<file path="src/rtl/dmem_pkg.sv">
// Shared encodings and helpers for the data-memory arbiter: store/load type
// codes, the grant encoding, the muxed request record and the access size.
package dmem_pkg;

  localparam logic [1:0] ST_SB  = 2'b00;
  localparam logic [1:0] ST_SH  = 2'b01;
  localparam logic [1:0] ST_SW  = 2'b10;

  localparam logic [2:0] LD_LB  = 3'b000;
  localparam logic [2:0] LD_LH  = 3'b001;
  localparam logic [2:0] LD_LW  = 3'b010;
  localparam logic [2:0] LD_LBU = 3'b011;
  localparam logic [2:0] LD_LHU = 3'b100;

  typedef enum logic [1:0] {
    GNT_NONE = 2'd0,
    GNT_C    = 2'd1,
    GNT_D    = 2'd2
  } grant_e;

  typedef struct packed {
    logic        we;
    logic [1:0]  store_type;
    logic [2:0]  load_type;
    logic [31:0] addr;
    logic [31:0] wdata;
  } req_t;

  // Bytes touched by an access; 0 marks an unused type encoding.
  function automatic logic [2:0] access_size(input logic       we,
                                             input logic [1:0] store_type,
                                             input logic [2:0] load_type);
    logic [2:0] size;
    size = 3'd0;
    if (we) begin
      case (store_type)
        ST_SB:   size = 3'd1;
        ST_SH:   size = 3'd2;
        ST_SW:   size = 3'd4;
        default: size = 3'd0;
      endcase
    end else begin
      case (load_type)
        LD_LB, LD_LBU: size = 3'd1;
        LD_LH, LD_LHU: size = 3'd2;
        LD_LW:         size = 3'd4;
        default:       size = 3'd0;
      endcase
    end
    return size;
  endfunction

endpackage

</file>
<file path="src/rtl/dmem_req_check.sv">
// Combinational legality screen for one memory request: bad type encoding,
// misalignment for the access size, or a footprint running past MEM_BYTES.
module dmem_req_check
  import dmem_pkg::*;
#(
  parameter int unsigned MEM_BYTES = 1024
) (
  input  logic        we,
  input  logic [1:0]  store_type,
  input  logic [2:0]  load_type,
  input  logic [31:0] addr,
  output logic        err
);

  logic [2:0]  size;
  logic [32:0] end_addr;
  logic        type_err;
  logic        align_err;
  logic        range_err;

  always_comb begin
    size      = access_size(we, store_type, load_type);
    type_err  = (size == 3'd0);
    align_err = ((size == 3'd2) && addr[0]) ||
                ((size == 3'd4) && (addr[1:0] != 2'b00));
    // One bit wider so addresses near 2^32 cannot wrap back into range.
    end_addr  = {1'b0, addr} + {30'd0, size};
    range_err = (end_addr > 33'(MEM_BYTES));
    err       = type_err | align_err | range_err;
  end

endmodule

</file>
<file path="src/rtl/dmem_arbiter.sv">
// Two-port arbiter in front of the data memory unit: fixed priority to the
// pipeline port C with a starvation override for the DMA port D.
module dmem_arbiter
  import dmem_pkg::*;
#(
  parameter int unsigned MEM_BYTES    = 1024,
  parameter int unsigned STARVE_LIMIT = 4
) (
  input  logic        clk,
  input  logic        rst,

  input  logic        c_valid,
  output logic        c_ready,
  input  logic        c_we,
  input  logic [1:0]  c_store_type,
  input  logic [2:0]  c_load_type,
  input  logic [31:0] c_addr,
  input  logic [31:0] c_wdata,
  output logic        c_rsp_valid,
  output logic        c_rsp_err,
  output logic [31:0] c_rsp_rdata,

  input  logic        d_valid,
  output logic        d_ready,
  input  logic        d_we,
  input  logic [1:0]  d_store_type,
  input  logic [2:0]  d_load_type,
  input  logic [31:0] d_addr,
  input  logic [31:0] d_wdata,
  output logic        d_rsp_valid,
  output logic        d_rsp_err,
  output logic [31:0] d_rsp_rdata,

  output logic        mem_read,
  output logic        mem_write,
  output logic [1:0]  mem_store_type,
  output logic [2:0]  mem_load_type,
  output logic [31:0] mem_addr,
  output logic [31:0] mem_wdata,
  output logic        mem_memtoreg,
  input  logic [31:0] mem_wb_data
);

  localparam int CNT_W = $clog2(STARVE_LIMIT + 1);
  localparam logic [CNT_W-1:0] STARVE_MAX = CNT_W'(STARVE_LIMIT);

  grant_e          grant;
  req_t            c_req;
  req_t            d_req;
  req_t            req;
  logic            req_err;
  logic            c_acc;
  logic            d_acc;
  logic            accept;
  logic            legal;
  logic [31:0]     rsp_rdata_next;
  logic [CNT_W-1:0] starve_cnt;

  assign c_req = {c_we, c_store_type, c_load_type, c_addr, c_wdata};
  assign d_req = {d_we, d_store_type, d_load_type, d_addr, d_wdata};

  // Handshake: a request transfers in any cycle where valid & ready are both
  // high; ready is the same-cycle grant and never depends on the response
  // path. A requester left waiting (valid & !ready) keeps its fields stable.
  always_comb begin
    grant = GNT_NONE;
    if (!rst) begin
      if (d_valid && (starve_cnt == STARVE_MAX)) grant = GNT_D;
      else if (c_valid)                          grant = GNT_C;
      else if (d_valid)                          grant = GNT_D;
    end
  end

  assign c_ready = (grant == GNT_C);
  assign d_ready = (grant == GNT_D);
  assign c_acc   = c_valid & c_ready;
  assign d_acc   = d_valid & d_ready;
  assign accept  = c_acc | d_acc;

  assign req = d_ready ? d_req : c_req;

  dmem_req_check #(
    .MEM_BYTES (MEM_BYTES)
  ) u_req_check (
    .we         (req.we),
    .store_type (req.store_type),
    .load_type  (req.load_type),
    .addr       (req.addr),
    .err        (req_err)
  );

  assign legal = accept & ~req_err;

  // Illegal or idle cycles present an all-zero command so memory stays put.
  always_comb begin
    mem_read       = 1'b0;
    mem_write      = 1'b0;
    mem_store_type = 2'b00;
    mem_load_type  = 3'b000;
    mem_addr       = 32'd0;
    mem_wdata      = 32'd0;
    if (legal) begin
      mem_read       = ~req.we;
      mem_write      = req.we;
      mem_store_type = req.store_type;
      mem_load_type  = req.load_type;
      mem_addr       = req.addr;
      mem_wdata      = req.wdata;
    end
  end

  assign mem_memtoreg   = mem_read;
  assign rsp_rdata_next = (legal && !req.we) ? mem_wb_data : 32'd0;

  always_ff @(posedge clk) begin
    if (rst) begin
      c_rsp_valid <= 1'b0;
      c_rsp_err   <= 1'b0;
      c_rsp_rdata <= 32'd0;
      d_rsp_valid <= 1'b0;
      d_rsp_err   <= 1'b0;
      d_rsp_rdata <= 32'd0;
      starve_cnt  <= '0;
    end else begin
      c_rsp_valid <= c_acc;
      d_rsp_valid <= d_acc;
      if (c_acc) begin
        c_rsp_err   <= req_err;
        c_rsp_rdata <= rsp_rdata_next;
      end
      if (d_acc) begin
        d_rsp_err   <= req_err;
        d_rsp_rdata <= rsp_rdata_next;
      end
      if (d_valid && !d_ready) begin
        if (starve_cnt != STARVE_MAX) starve_cnt <= starve_cnt + CNT_W'(1);
      end else begin
        starve_cnt <= '0;
      end
    end
  end

endmodule

</file>
<file path="config.mk">
export PLATFORM = sky130hd
export DESIGN_NAME = dmem_arbiter
export DESIGN_NICKNAME = d
export VERILOG_FILES = /design/src/rtl/dmem_pkg.sv /design/src/rtl/dmem_req_check.sv /design/src/rtl/dmem_arbiter.sv
export SDC_FILE = /design/constraint.sdc
export NUM_CORES = 1
export LEC_CHECK = 0
export CAP_MARGIN = 20
export CORE_ASPECT_RATIO = 0.75
export CORE_MARGIN = 2
export CORE_UTILIZATION = 32
export CTS_CLUSTER_DIAMETER = 80
export DETAILED_ROUTE_END_ITERATION = 12
export HOLD_SLACK_MARGIN = 0.02
export PLACE_DENSITY_LB_ADDON = 0.12
export SKIP_CTS_REPAIR_TIMING = 1
export SLEW_MARGIN = 20
export SYNTH_ARGS = -nofsm -noshare
export SYNTH_HDL_FRONTEND = slang
export SYNTH_HIERARCHICAL = 1
export SYNTH_SLANG_ARGS = --single-unit
</file>
<file path="constraint.sdc">
create_clock -name clk -period 9.7 [get_ports clk]
set_clock_uncertainty 0.15 [all_clocks]
set_input_delay 2.91 -clock clk [delete_from_list [all_inputs] [get_ports clk]]
set_output_delay 2.91 -clock clk [all_outputs]
set_load 0.01 [all_outputs]
</file>
==> impl_metrics.json <==
{
  "power.total_mw": 0.884,
  "dp_hpwl_um": 14800,
  "critPathSlowestCell": "or4_1",
  "cts_sinks": 71,
  "area_delta_synth_final_pct": 108,
  "initial_core_util_pct": 33.2,
  "hp-class": "flip-flop to flip-flop",
  "fin_nets": 1090,
  "stdcell_area_um2": 9070,
  "yosysWarnings": 6,
  "synth_top_family_by_area": "compound AO/OA/AOI/OAI gates",
  "setup-tns-final_ns": -40.26,
  "synth-compound-area-share_pct": 24.9,
  "cp_slowest_stage_delay_ns": 0.50,
  "ys_ff_latch": 71,
  "critical_path_class": "input pin to output port",
  "drive_above_1_share_pct": 33.8,
  "die_w_um": 139,
  "grt_antenna_before_repair": 0,
  "period_minus_slack_ns": 10.37,
  "top_level_ports": 318,
  "fin_ws_ns": -0.671,
  "tightest_slew_ns": 0.694,
  "cts_tree": "done",
  "ir_drop_mv": 0.102,
  "gp_congestion": 0.880,
  "path_cells": "buf_6 > a21boi_4 > nand2b_4 > inv_8 > mux2_4 > nand2b_4 > a32o_2 > ha_4 > inv_2 > fa_2 > nor2b_4 > o2111ai_4 > nor3_4 > or4_1 > a22o_1 > nor4_2 > nand4_1 > nor2_4 > buf_4 > o21ai_4 > buf_4 > buf_12 > nor2b_2 > clkbuf_2",
  "fin_crit_sh_pct": 107,
  "clock.fmax_mhz": 96.4,
  "ant_nets": 0,
  "timing.rr.end": "c_rsp_rdata[10]$_SDFFE_PP0P_",
  "antenna_cells": 0,
  "whs_path_depth": 1,
  "synth_cells": 503,
  "num_vias": 5628,
  "worst_skew_pair.late_latency_ns": 0.32,
  "slew_headroom_pct": 53.7,
  "max-cap-violations": 0,
  "wirelength_um": 19400,
  "ys_seq_area_share_pct": 32.7,
  "power_leakage_nw": 3.72,
  "clkTransAtPathRegs_ns": 0.06,
  "hold_end": "starve_cnt[0]$_SDFFE_PP0P_",
  "finalSetupViolations": 72,
  "die_h_um": 105,
  "firstDrtPassIters": 5,
  "required_ns": 6.64,
  "grt_pass1_vias": 5350,
  "syn_avg_cell_area_um2": 8.65,
  "port_buffers": 317,
  "outcome": "complete, but fails checks",
  "min_from": "starve_cnt[0]$_SDFFE_PP0P_",
  "core-area_um2": 13100,
  "ff2ff_setup_slack_ns": 3.85,
  "grt_first_pass_wirelength_um": 28400,
  "async_flop_share_pct": 0,
  "ys_types": 53,
  "htree_levels": 3,
  "synth_edf_count": 0,
  "remaining_drc_errors": 0,
  "place_area_um2": 8460,
  "rsz0062_at_grt": "yes",
  "cp_max_fo": 12,
  "critPathLaunchType": "input pin",
  "place_ws_ns": -1.15,
  "power.density_nw_per_um2": 97.5,
  "clk_path_buf_depth": 2,
  "syn_nets": 685,
  "synth-xor-area-share_pct": 1.41,
  "reg2reg_from": "starve_cnt[0]$_SDFFE_PP0P_",
  "synth_fa_ha_area_share_pct": 1.90,
  "die_area_um2": 14500,
  "hold_viol_final": 0,
  "post_drt_via_cell_ratio": 5.19,
  "cts-root-buf": "clkbuf_16",
  "overflow": 0,
  "cts_inserted_buffers": 9,
  "slew_violations": 0,
  "grt_usage_pct": 23.9,
  "synthSimpleGateAreaFrac_pct": 22.8,
  "synthMuxAreaShare_pct": 10.7,
  "drt_iter0_drc": 231,
  "rows": 36,
  "synthFlopType": "dfxtp_1",
  "cp_data_arrival_time_ns": 7.31,
  "violations": "setup timing",
  "grt_max_degree": 67,
  "post-route-util_pct": 69.2,
  "rr_worst_depth": 27,
  "syn_area_um2": 4350,
  "routedWlPerCell_um": 17.9,
  "cp-end-kind": "output port"
}
sequential cells by signal (all words and copies together), names as in the netlist:
register and cells:
c_rsp_rdata 32, starve_cnt 3, d_rsp_err 1, d_rsp_valid 1
c_rsp_err 1, d_rsp_rdata 32, c_rsp_valid 1
kinds of logic (layout without fill, tap and decap cells):
group / after synthesis / after routing
mux: 42 / 42
fa+ha+maj: 6 / 6
simple gates: 193 / 193
buf+inv: 47 / 455
flops: 71 / 71
xor+xnor: 7 / 7
compound gates: 137 / 139
layout by cell type (no fill, tap or decap), drive strengths merged, types with 17 or more instances in the layout:
cell,synthesis,routed
a21oi,39,39
clkdlybuf4s50,0,242
a22o,33,33
nor2,17,17
mux2,37,37
buf,19,163
a32o,34,34
nand2,76,76
dfxtp,71,71
nor2b,40,40
clkbuf,16,31
cells in the mapped netlist (all sizes together) (3+ instances only):
cell,count,share of area (%)
and3,4,0.58
xnor2,4,0.81
nor2,17,1.5
nor3b,5,0.86
nand3,11,1.3
mux2,37,9.6
mux2i,5,1.2
inv,11,0.95
o21ai,9,1.0
nand2,76,6.6
nand3b,4,0.69
nand2b,5,0.78
dfxtp,71,33
a22o,33,6.6
clkbuf,16,1.4
nor4,4,0.58
o2111ai,3,0.75
xor2,3,0.60
a32o,34,7.8
and4,8,1.6
a21oi,39,4.5
nor2b,40,5.8
o31ai,3,0.52
nand4,11,1.6
buf,19,3.1
ha,5,1.4
nor3,5,0.58
layout make-up:
cell class	instances	area (um^2)
Clock buffer	9	225
Clock inverter	7	128
Fill cell	1030	4040
Inverter	12	52.6
Multi-Input combinational cell	387	3170
Sequential cell	71	1420
Tap cell	171	214
Timing Repair Buffer	427	3860
how the worst max path moves through the flow:
stage / start / end / slack [ns] / cells past startpoint
finish: c_valid / mem_addr[0] / -0.67 / 24
detailed placement: d_valid / mem_wdata[24] / -1.15 / 20
floorplan: c_valid / mem_read / -0.06 / 23
CTS: d_valid / mem_wdata[24] / -1.17 / 20
global route: c_valid / mem_load_type[1] / -0.82 / 24
global placement: d_valid / mem_wdata[2] / -1.06 / 20
metrics by stage:
| stage | cells | hold slack (ns) |
|---|---|---|
| 6_report | 1084 | 0.308 |
| 5_1_grt | 1084 | 0.337 |
| 4_1_cts | 1053 | 0.312 |
| 3_5_place_dp | 1037 | 0.304 |
| 3_3_place_gp | 1037 | 0.281 |
| 2_1_floorplan | 503 | 0.275 |
critical path: cells and delay by family:
family	cells	cell delay [ns]
mux	1	0.33
buf+inv	7	0.80
simple gates	9	1.85
fa+ha+maj	2	0.39
compound gates	5	1.01
metal layers:
layer	GRT usage, %	wire (um)	vias up
met3	5.18	1250	34
met2	43.2	9820	232
met1	28.6	7920	2672
met5	0	0	-
li1	-	-	2690
met4	6.93	419	0
power by group:
| part | internal [mW] | total, mW | switching (mW) | leakage (nW) |
|---|---|---|---|---|
| Combinational | 0.123 | 0.204 | 0.0818 | 2.98 |
| Sequential | 0.293 | 0.294 | 0.000673 | 0.573 |
| Clock | 0.255 | 0.386 | 0.131 | 0.173 |
(Power assumes the default switching activity.)
